### src/rtl/cpu_pkg.sv
// Shared CPU encodings: branch types and the branch-resolve FSM states.
package cpu_pkg;

   typedef enum logic [2:0] {
      BR_BEQ  = 3'd0,
      BR_BNE  = 3'd1,
      BR_BLT  = 3'd2,
      BR_BGT  = 3'd3,
      BR_BGE  = 3'd4,
      BR_BLE  = 3'd5,
      BR_JAL  = 3'd6,
      BR_RSVD = 3'd7
   } brType_e;

   typedef enum logic [1:0] {
      ST_IDLE     = 2'd0,
      ST_FLUSH    = 2'd1,
      ST_REDIRECT = 2'd2
   } brState_e;

endpackage

### src/rtl/branch_cond_eval.sv
// Combinational branch condition decode from ALU compare flags.
import cpu_pkg::*;

module branch_cond_eval (
   input  logic [2:0] brType,
   input  logic       zeroFlag,
   input  logic       lessThanFlag,
   input  logic       greaterThanFlag,
   output logic       taken,
   output logic       err
);

   logic cond;

   always_comb begin
      cond = 1'b0;
      case (brType_e'(brType))
         BR_BEQ:  cond = zeroFlag;
         BR_BNE:  cond = ~zeroFlag;
         BR_BLT:  cond = lessThanFlag;
         BR_BGT:  cond = greaterThanFlag;
         BR_BGE:  cond = greaterThanFlag | zeroFlag;
         BR_BLE:  cond = lessThanFlag | zeroFlag;
         BR_JAL:  cond = 1'b1;
         default: cond = 1'b0;
      endcase
   end

   // lt and gt together cannot come from a real compare; never act on it
   assign err   = lessThanFlag & greaterThanFlag;
   assign taken = cond & ~err;

endmodule

### src/rtl/branch_resolve_unit.sv
// Branch resolve: evaluates the condition, flushes younger ops, then holds a PC redirect until acked.
import cpu_pkg::*;

module branch_resolve_unit #(
   parameter int ADDR_W       = 32,
   parameter int FLUSH_CYCLES = 2,
   parameter int CNT_W        = 16
) (
   input  logic              clk,
   input  logic              rst_n,
   input  logic              brValid,
   output logic              brReady,
   input  logic [2:0]        brType,
   input  logic              zeroFlag,
   input  logic              lessThanFlag,
   input  logic              greaterThanFlag,
   input  logic [ADDR_W-1:0] pcCurrent,
   input  logic [ADDR_W-1:0] branchOffset,
   output logic              flushOut,
   output logic              redirectValid,
   output logic [ADDR_W-1:0] redirectPC,
   input  logic              redirectAck,
   output logic              errPulse,
   output logic [CNT_W-1:0]  takenCount
);

   brState_e                 state, nextState;
   logic [3:0]               flushCnt;
   logic                     condTaken, condErr;
   logic                     accept, takenAccept;
   logic signed [ADDR_W-1:0] offsetS;
   logic [ADDR_W-1:0]        targetPC;

   function automatic logic [CNT_W-1:0] satInc(input logic [CNT_W-1:0] v);
      return (&v) ? v : v + CNT_W'(1);
   endfunction

   branch_cond_eval uCondEval (
      .brType          (brType),
      .zeroFlag        (zeroFlag),
      .lessThanFlag    (lessThanFlag),
      .greaterThanFlag (greaterThanFlag),
      .taken           (condTaken),
      .err             (condErr)
   );

   assign brReady     = rst_n & (state == ST_IDLE);
   assign accept      = brValid & brReady;
   assign takenAccept = accept & condTaken;

   // Two's-complement add wraps naturally modulo 2^ADDR_W
   assign offsetS  = branchOffset;
   assign targetPC = pcCurrent + $unsigned(offsetS);

   always_comb begin
      nextState = state;
      case (state)
         ST_IDLE:     if (takenAccept) nextState = ST_FLUSH;
         ST_FLUSH:    if (flushCnt == 4'd0) nextState = ST_REDIRECT;
         ST_REDIRECT: if (redirectAck) nextState = ST_IDLE;
         default:     nextState = ST_IDLE;
      endcase
   end

   always_ff @(posedge clk or negedge rst_n) begin
      if (!rst_n) begin
         state         <= ST_IDLE;
         flushCnt      <= 4'd0;
         flushOut      <= 1'b0;
         redirectValid <= 1'b0;
         redirectPC    <= '0;
         errPulse      <= 1'b0;
         takenCount    <= '0;
      end else begin
         state         <= nextState;
         flushOut      <= (nextState == ST_FLUSH);
         redirectValid <= (nextState == ST_REDIRECT);
         errPulse      <= accept & condErr;
         if (takenAccept) begin
            // Counts remaining flush edges; the edge that sees zero leaves FLUSH
            flushCnt   <= 4'(FLUSH_CYCLES - 1);
            redirectPC <= targetPC;
            takenCount <= satInc(takenCount);
         end else if (state == ST_FLUSH) begin
            flushCnt   <= flushCnt - 4'd1;
         end
      end
   end

endmodule
### config.mk
export PLATFORM = sky130hd
export DESIGN_NAME = branch_resolve_unit
export DESIGN_NICKNAME = d
export VERILOG_FILES = /design/src/rtl/cpu_pkg.sv /design/src/rtl/branch_cond_eval.sv /design/src/rtl/branch_resolve_unit.sv
export SDC_FILE = /design/constraint.sdc
export NUM_CORES = 1
export LEC_CHECK = 0
export ABC_AREA = 1
export BUFFER_PORTS_ARGS = -buffer_cell sky130_fd_sc_hd__buf_2
export CAP_MARGIN = 30
export CORE_MARGIN = 8
export CORE_UTILIZATION = 35
export CTS_BUF_LIST = sky130_fd_sc_hd__clkbuf_2 sky130_fd_sc_hd__clkbuf_4 sky130_fd_sc_hd__clkbuf_8
export CTS_CLUSTER_DIAMETER = 200
export DETAILED_ROUTE_END_ITERATION = 7
export GPL_TIMING_DRIVEN = 0
export PLACE_DENSITY = 0.63
export REMOVE_ABC_BUFFERS = 1
export SLEW_MARGIN = 20
export SYNTH_ARGS = -nofsm -noshare
export SYNTH_HDL_FRONTEND = slang
export SYNTH_SLANG_ARGS = --single-unit
### constraint.sdc
create_clock -name clk -period 1.9 [get_ports clk]
set_input_delay 0.19 -clock clk [delete_from_list [all_inputs] [get_ports clk]]
set_output_delay 0.19 -clock clk [all_outputs]
set_load 0.02 [all_outputs]
# After elaboration in Yosys (flattened, before gate mapping)
# Index checks and enable logic that the tools add are counted.
classes:
  add_sub_neg: 3
  multipliers: 0
  div_mod_pow: 0
  n_lt_le_gt_ge: 0
  eq_ne: 10
  shift: 0
  muxes: 7
  bitwise: 11
  n_reduce_logical: 6
op_table:
  columns: ["cell", "n"]
  rows:
  - ["32-bit adder", 1]
  - ["16-bit by 1-bit adder with 16-bit output, second input constant", 1]
  - ["16-bit AND reduction", 1]
  - ["3-bit equality test, second input constant", 3]
  - ["4-bit two-way mux", 2]
  - ["1-bit case mux with 7 select lines", 1]
  - ["1-bit bitwise AND", 6]
  - ["3-bit by 2-bit equality test with 1-bit output, second input constant", 2]
  - ["2-bit two-way mux", 3]
  - ["2-bit case mux with 3 select lines", 1]
  - ["2-bit by 1-bit equality test with 1-bit output, second input constant", 2]
  - ["2-bit equality test, second input constant", 2]
  - ["4-bit zero test", 1]
  - ["4-bit by 1-bit subtractor with 4-bit output, second input constant", 1]
  - ["3-bit by 1-bit equality test with 1-bit output, second input constant", 1]
  - ["3-bit zero test", 1]
  - ["1-bit inverter", 3]
  - ["2-bit zero test", 1]
  - ["1-bit bitwise OR", 2]
  - ["2-bit AND reduction", 1]
  - ["2-bit nonzero test", 1]
word_totals:
  register_bits: 57
  latch_bits: 0
  mem_bits_rw: 0
  rom_bits: 0
  in_bits: 74
  out_inout_bits: 52
  wordCells: 44
  memories: 0

# Depth between registers and ports, before layout
depth:
  ltp_word: 7
  mapped_depth: 13
  mapped_depth_nobuf: 13

# By module
# From an unflattened synthesis, not the netlist that was laid out.
hier_totals:
  hier_cells: 758
  area_unflattened_um2: 4810.9
modules_own_cells:
  columns: ["module", "instances", "cells_per_inst", "area_per_inst_um2", "seq_area_each_um2"]
  rows:
  - ["branch_resolve_unit", 1, 737, 4715.8, 1426.4]
  - ["branch_cond_eval", 1, 21, 95.1, 0.0]

# Worst setup path after synthesis
# OpenSTA, ideal clock, no wires.
synth_timing:
  path_kind: "flip-flop to flip-flop"
  startpoint: "register takenCount[0]"
  endpoint: "register takenCount[7]"
  setup_time_ns: 0.118
  t_arrival_ns: 1.781
  required_time_ns: 1.782
  slack_ns: 0.001
  stages_incl_launch_ff: 9
  n_path_buf: 2
  synth_period_minus_slack_ns: 1.899
  path_cell_list: "dfrtp_1 > ha_1 > nand3_2 > nor2_2 > or3b_1 > buf_6 > buf_6 > nand3_1 > nand2_1"
synth_via:
  elab_chain_len: 3
  word_cells_on_any_way: 4
  cone_classes: "add/sub (1); bitwise (1); reduce/logical (2)"
synth_rtl:
  columns: ["element", "line", "source"]
  rows:
  - ["from (decl)", "branch_resolve_unit.sv:24", "output logic [CNT_W-1:0] takenCount"]
  - ["from (signal assigned)", "branch_resolve_unit.sv:83", "takenCount <= satInc(takenCount);"]
  - ["parallel branches: the longest is 3 deep, another holds 16-bit by 1-bit adder with 16-bit output", null, null]
# Parallel ways; which one is timed is not known.
# A chain may end at the register's enable or synchronous reset.

# Worst setup path after layout
layout_timing:
  startpoint: "register takenCount[1]"
  endpoint: "register takenCount[15]"
# Same word-level chain as after synthesis.

==> results summary <==
The run finished with clean final reports. Summed over all instances, the cell type with the most area after synthesis is sky130_fd_sc_hd__dfrtp_1. The die covers between 15000 and 20000 µm². The smallest clock period supported by the final layout is computed as 1780 ps.

The congestion estimate from routability-driven global placement came to 0.879. The final setup violation count came out at 0. The ratio of cells with drive above 1 in the final layout came out at between 10% and 20%. For this run, asynchronously set or reset flops after synthesis account for 100%. The netlist uses 31 different library cells. The total detailed-routing wirelength is between 10 and 15 mm. The detailed router finished its first iteration with approximately 230 violations. The most used flip-flop cell after synthesis is sky130_fd_sc_hd__dfrtp_1. The root buffer cell is sky130_fd_sc_hd__clkbuf_8.

The starting utilization of the core area is ~36%. 0 antenna diodes ended up in the layout. The die width came out at 135 µm. The total negative setup slack came out at 0 ps. The max-slew violation total from the final report is 0. The synthesized design contains between 50 and 60 register bits.

The kind of start point of the critical path is a register. The largest voltage drop on the vdd net is around 0.42 mV. The post-synthesis instance area came out at about 5000 µm².

The HPWL reported at the end of detailed placement is roughly 11 mm. The commonest cells after synthesis are sky130_fd_sc_hd__nand2_1, sky130_fd_sc_hd__inv_1, sky130_fd_sc_hd__nand3_1. The data arrival time at the worst-slack endpoint is 2070 ps. For hold timing, the worst endpoint is state[1]. The critical path endpoint category is a register. The sequential element share of the synthesized area is just under 30%. The met1 track utilization from global routing came out at between 10% and 20%. The global-route wire length before repair came out at around 24 mm.

The number of vias per cell is roughly 4.5. The synthesized design contains 0 enable-type register cells. The reg2reg setup slack is 120 ps. The maximum fanout encountered on the critical timing path is 16.

Global routing used ~28% of the available met2 tracks. The worst hold-check path type is input port to register. The synthesized design devotes to its leading area cell type slightly below 30% of total area. The number of top-level design ports came out at between 100 and 150. The core box area came out at ~14000 µm². The worst setup path is of the register to register kind. In this run the most used layer during global routing was met2.

For the worst flop-to-flop path, the logic depth is 7. Counting instances, the worst hold path has a depth of 2. After clock tree synthesis, the clock-pin slew on the worst setup and hold paths is approximately 70 ps. The final setup slack of the worst path came out at between 100 and 150 ps. The final antenna-violating net count came out at 0. The library cell with the highest instance count after synthesis is sky130_fd_sc_hd__nand2_1. After the last flow step, the layout net total stands at between 1000 and 1500. In the finished design, the share of the clock period the worst path needs comes to a little over nine tenths. The launching point of the worst reg2reg path is takenCount[1]. For this run, the top clock speed supported by timing is ~560 MHz. The clock arrives with around 7 ps of skew.

The number of clock buffers added by TritonCTS is 9. From bottom edge to top edge, the die measures around 130 µm. The number of antenna violations at the first check in global routing came out at 0. The number of failing hold endpoints at the final stage came out at 0.

The routed layout has approximately 5000 vias. The worst register-to-register path ends at takenCount[15]. After synthesis, the cell types taking the most area are sky130_fd_sc_hd__dfrtp_1, sky130_fd_sc_hd__nand2_1, sky130_fd_sc_hd__inv_1. In the final routed layout, each cell accounts on average for between 10 and 15 µm. Setup repair after global routing left no endpoint under its margin.

The total power divided by cell area is 956 nW/µm². TritonCTS built the clock tree. The worst hold path begins at redirectAck. Clock latency on the worst-skew pair, taken at its later pin, is ~360 ps. For this run, the number of Yosys warnings is 0.

The worst hold-check slack came out at ~33 ps. The number of search-and-repair iterations in the first detailed-routing pass came out at 4. In the routed design, unresolved DRC markers number 0. The worst slack after detailed placement is -1280 ps.

After synthesis, the mean cell area works out to 6.24 µm². Counting along the longest clock path gives a buffer depth of 2. The fraction of the core area covered by cells at the end of the flow is ~45%. The overall power after layout is around 6000 µW. The worst slew margin relative to its limit is between 70% and 80%. The synthesis-to-layout area growth is 24.9%. The maximum number of pins on one net before global-route repair is 37. The max-cap violation count came out at 0. The TritonCTS sink count is between 50 and 60.

The total track usage is between 10% and 20%. In the synthesized netlist, the number of instances is 791. The remaining global-route overflow came out at 0. The total leakage power is between 0.003 and 0.004 µW. The number of global-route vias before repair came to 4949. At the pin with the least slew margin, the transition time is roughly 450 ps. The number of H-tree branching levels came out at 3. The met3 track utilization from global routing came out at 3.34%. The required time of the critical path came out at about 2200 ps. Input and output buffers added on the ports amount to between 100 and 150. In this run the core area contains 43 standard-cell rows.
metal layers:
layer / vias to the layer above / share of wire, % / wire length [µm]
met5: - / 0 / 0
met4: 0 / 1.1 / 164
li1: 2706 / - / -
met2: 103 / 49 / 7030
met1: 2221 / 45 / 6470
met3: 11 / 5.3 / 770
final cells by class:
cell class                 count  area [µm²]
tap                          180         225
sequential                    57        1430
fill                        1510        7660
multi-input combinational    595        3020
clock buffer                  12         165
inverter                     131         518
clock inverter                 4        73.8
timing repair buffer         133         736
power breakdown:
group / total [µW] / switching [µW] / internal, µW
sequential: 1920 / 268 / 1650
combinational: 2540 / 1630 / 919
clock: 1430 / 578 / 847
cell families (layout without fill, tap and decap cells):
kind of cell | count (synthesis) | after routing | share of synthesized area (%)
flops | 57 | 57 | 28.9
compound gates | 49 | 49 | 5.20
simple gates | 480 | 483 | 40.5
xor+xnor | 28 | 28 | 4.97
fa+ha+maj | 35 | 35 | 9.03
buf+inv | 142 | 280 | 11.4
sequential cells by signal (all words and copies together), names as in the netlist:
signal and cells:
redirectPC 32, state 2, flushCnt 4, takenCount 16, errPulse 1, redirectValid 1, flushOut 1
per-stage QoR:
stage | cell area (µm²) | instances
floorplan | 4860 | 780
global placement | 5710 | 1085
detailed placement | 5770 | 1087
CTS | 6110 | 1109
global route | 6160 | 1112
finish | 6160 | 1112
how the worst max path moves through the flow:
stage	endpoint	slack (ps)	startpoint	cells after the start
finish	takenCount[15]	120	takenCount[1]	7
global route	takenCount[12]	5	takenCount[1]	7
CTS	takenCount[15]	10	state[1]	9
detailed placement	takenCount[15]	-1280	rst_n	10
global placement	takenCount[11]	-3320	rst_n	9
floorplan	takenCount[2]	-1120	state[1]	8
critical path, cell delays in order (launching register included):
cell and delay [ps]:
sky130_fd_sc_hd__dfrtp_1 430, sky130_fd_sc_hd__ha_4 190, sky130_fd_sc_hd__nand3_2 150, sky130_fd_sc_hd__nor2_4 190
sky130_fd_sc_hd__or3b_4 480, sky130_fd_sc_hd__nand2_8 150, sky130_fd_sc_hd__nand2_1 70, sky130_fd_sc_hd__nand2_1 60
cells in the final DEF, fill, tap and decap left out, types with 3 or more instances in the layout:
master,synthesis,routed
sky130_fd_sc_hd__o21ai_1,8,8
sky130_fd_sc_hd__nor2_1,54,54
sky130_fd_sc_hd__and2_1,6,6
sky130_fd_sc_hd__nor3_1,7,7
sky130_fd_sc_hd__ha_1,34,33
sky130_fd_sc_hd__xnor2_1,19,19
sky130_fd_sc_hd__clkbuf_8,0,12
sky130_fd_sc_hd__inv_1,130,130
sky130_fd_sc_hd__nand3b_1,7,7
sky130_fd_sc_hd__or2_2,3,3
sky130_fd_sc_hd__buf_4,0,5
sky130_fd_sc_hd__xor2_1,9,9
sky130_fd_sc_hd__buf_2,3,124
sky130_fd_sc_hd__nand3_1,63,62
sky130_fd_sc_hd__a21oi_1,22,21
sky130_fd_sc_hd__o21ai_0,15,15
sky130_fd_sc_hd__nand2_1,328,328
sky130_fd_sc_hd__dfrtp_1,57,57
sky130_fd_sc_hd__nand4_1,6,6
repair_timing:
action,4_1_cts,5_1_grt
pin swaps,1,0
gates cloned,2,1
gates resized for setup,10,5
hold buffers,2,0
hold endpoints to repair,28,0
setup endpoints to repair,42,16
setup buffers,2,2
(Power assumes the default switching activity.)
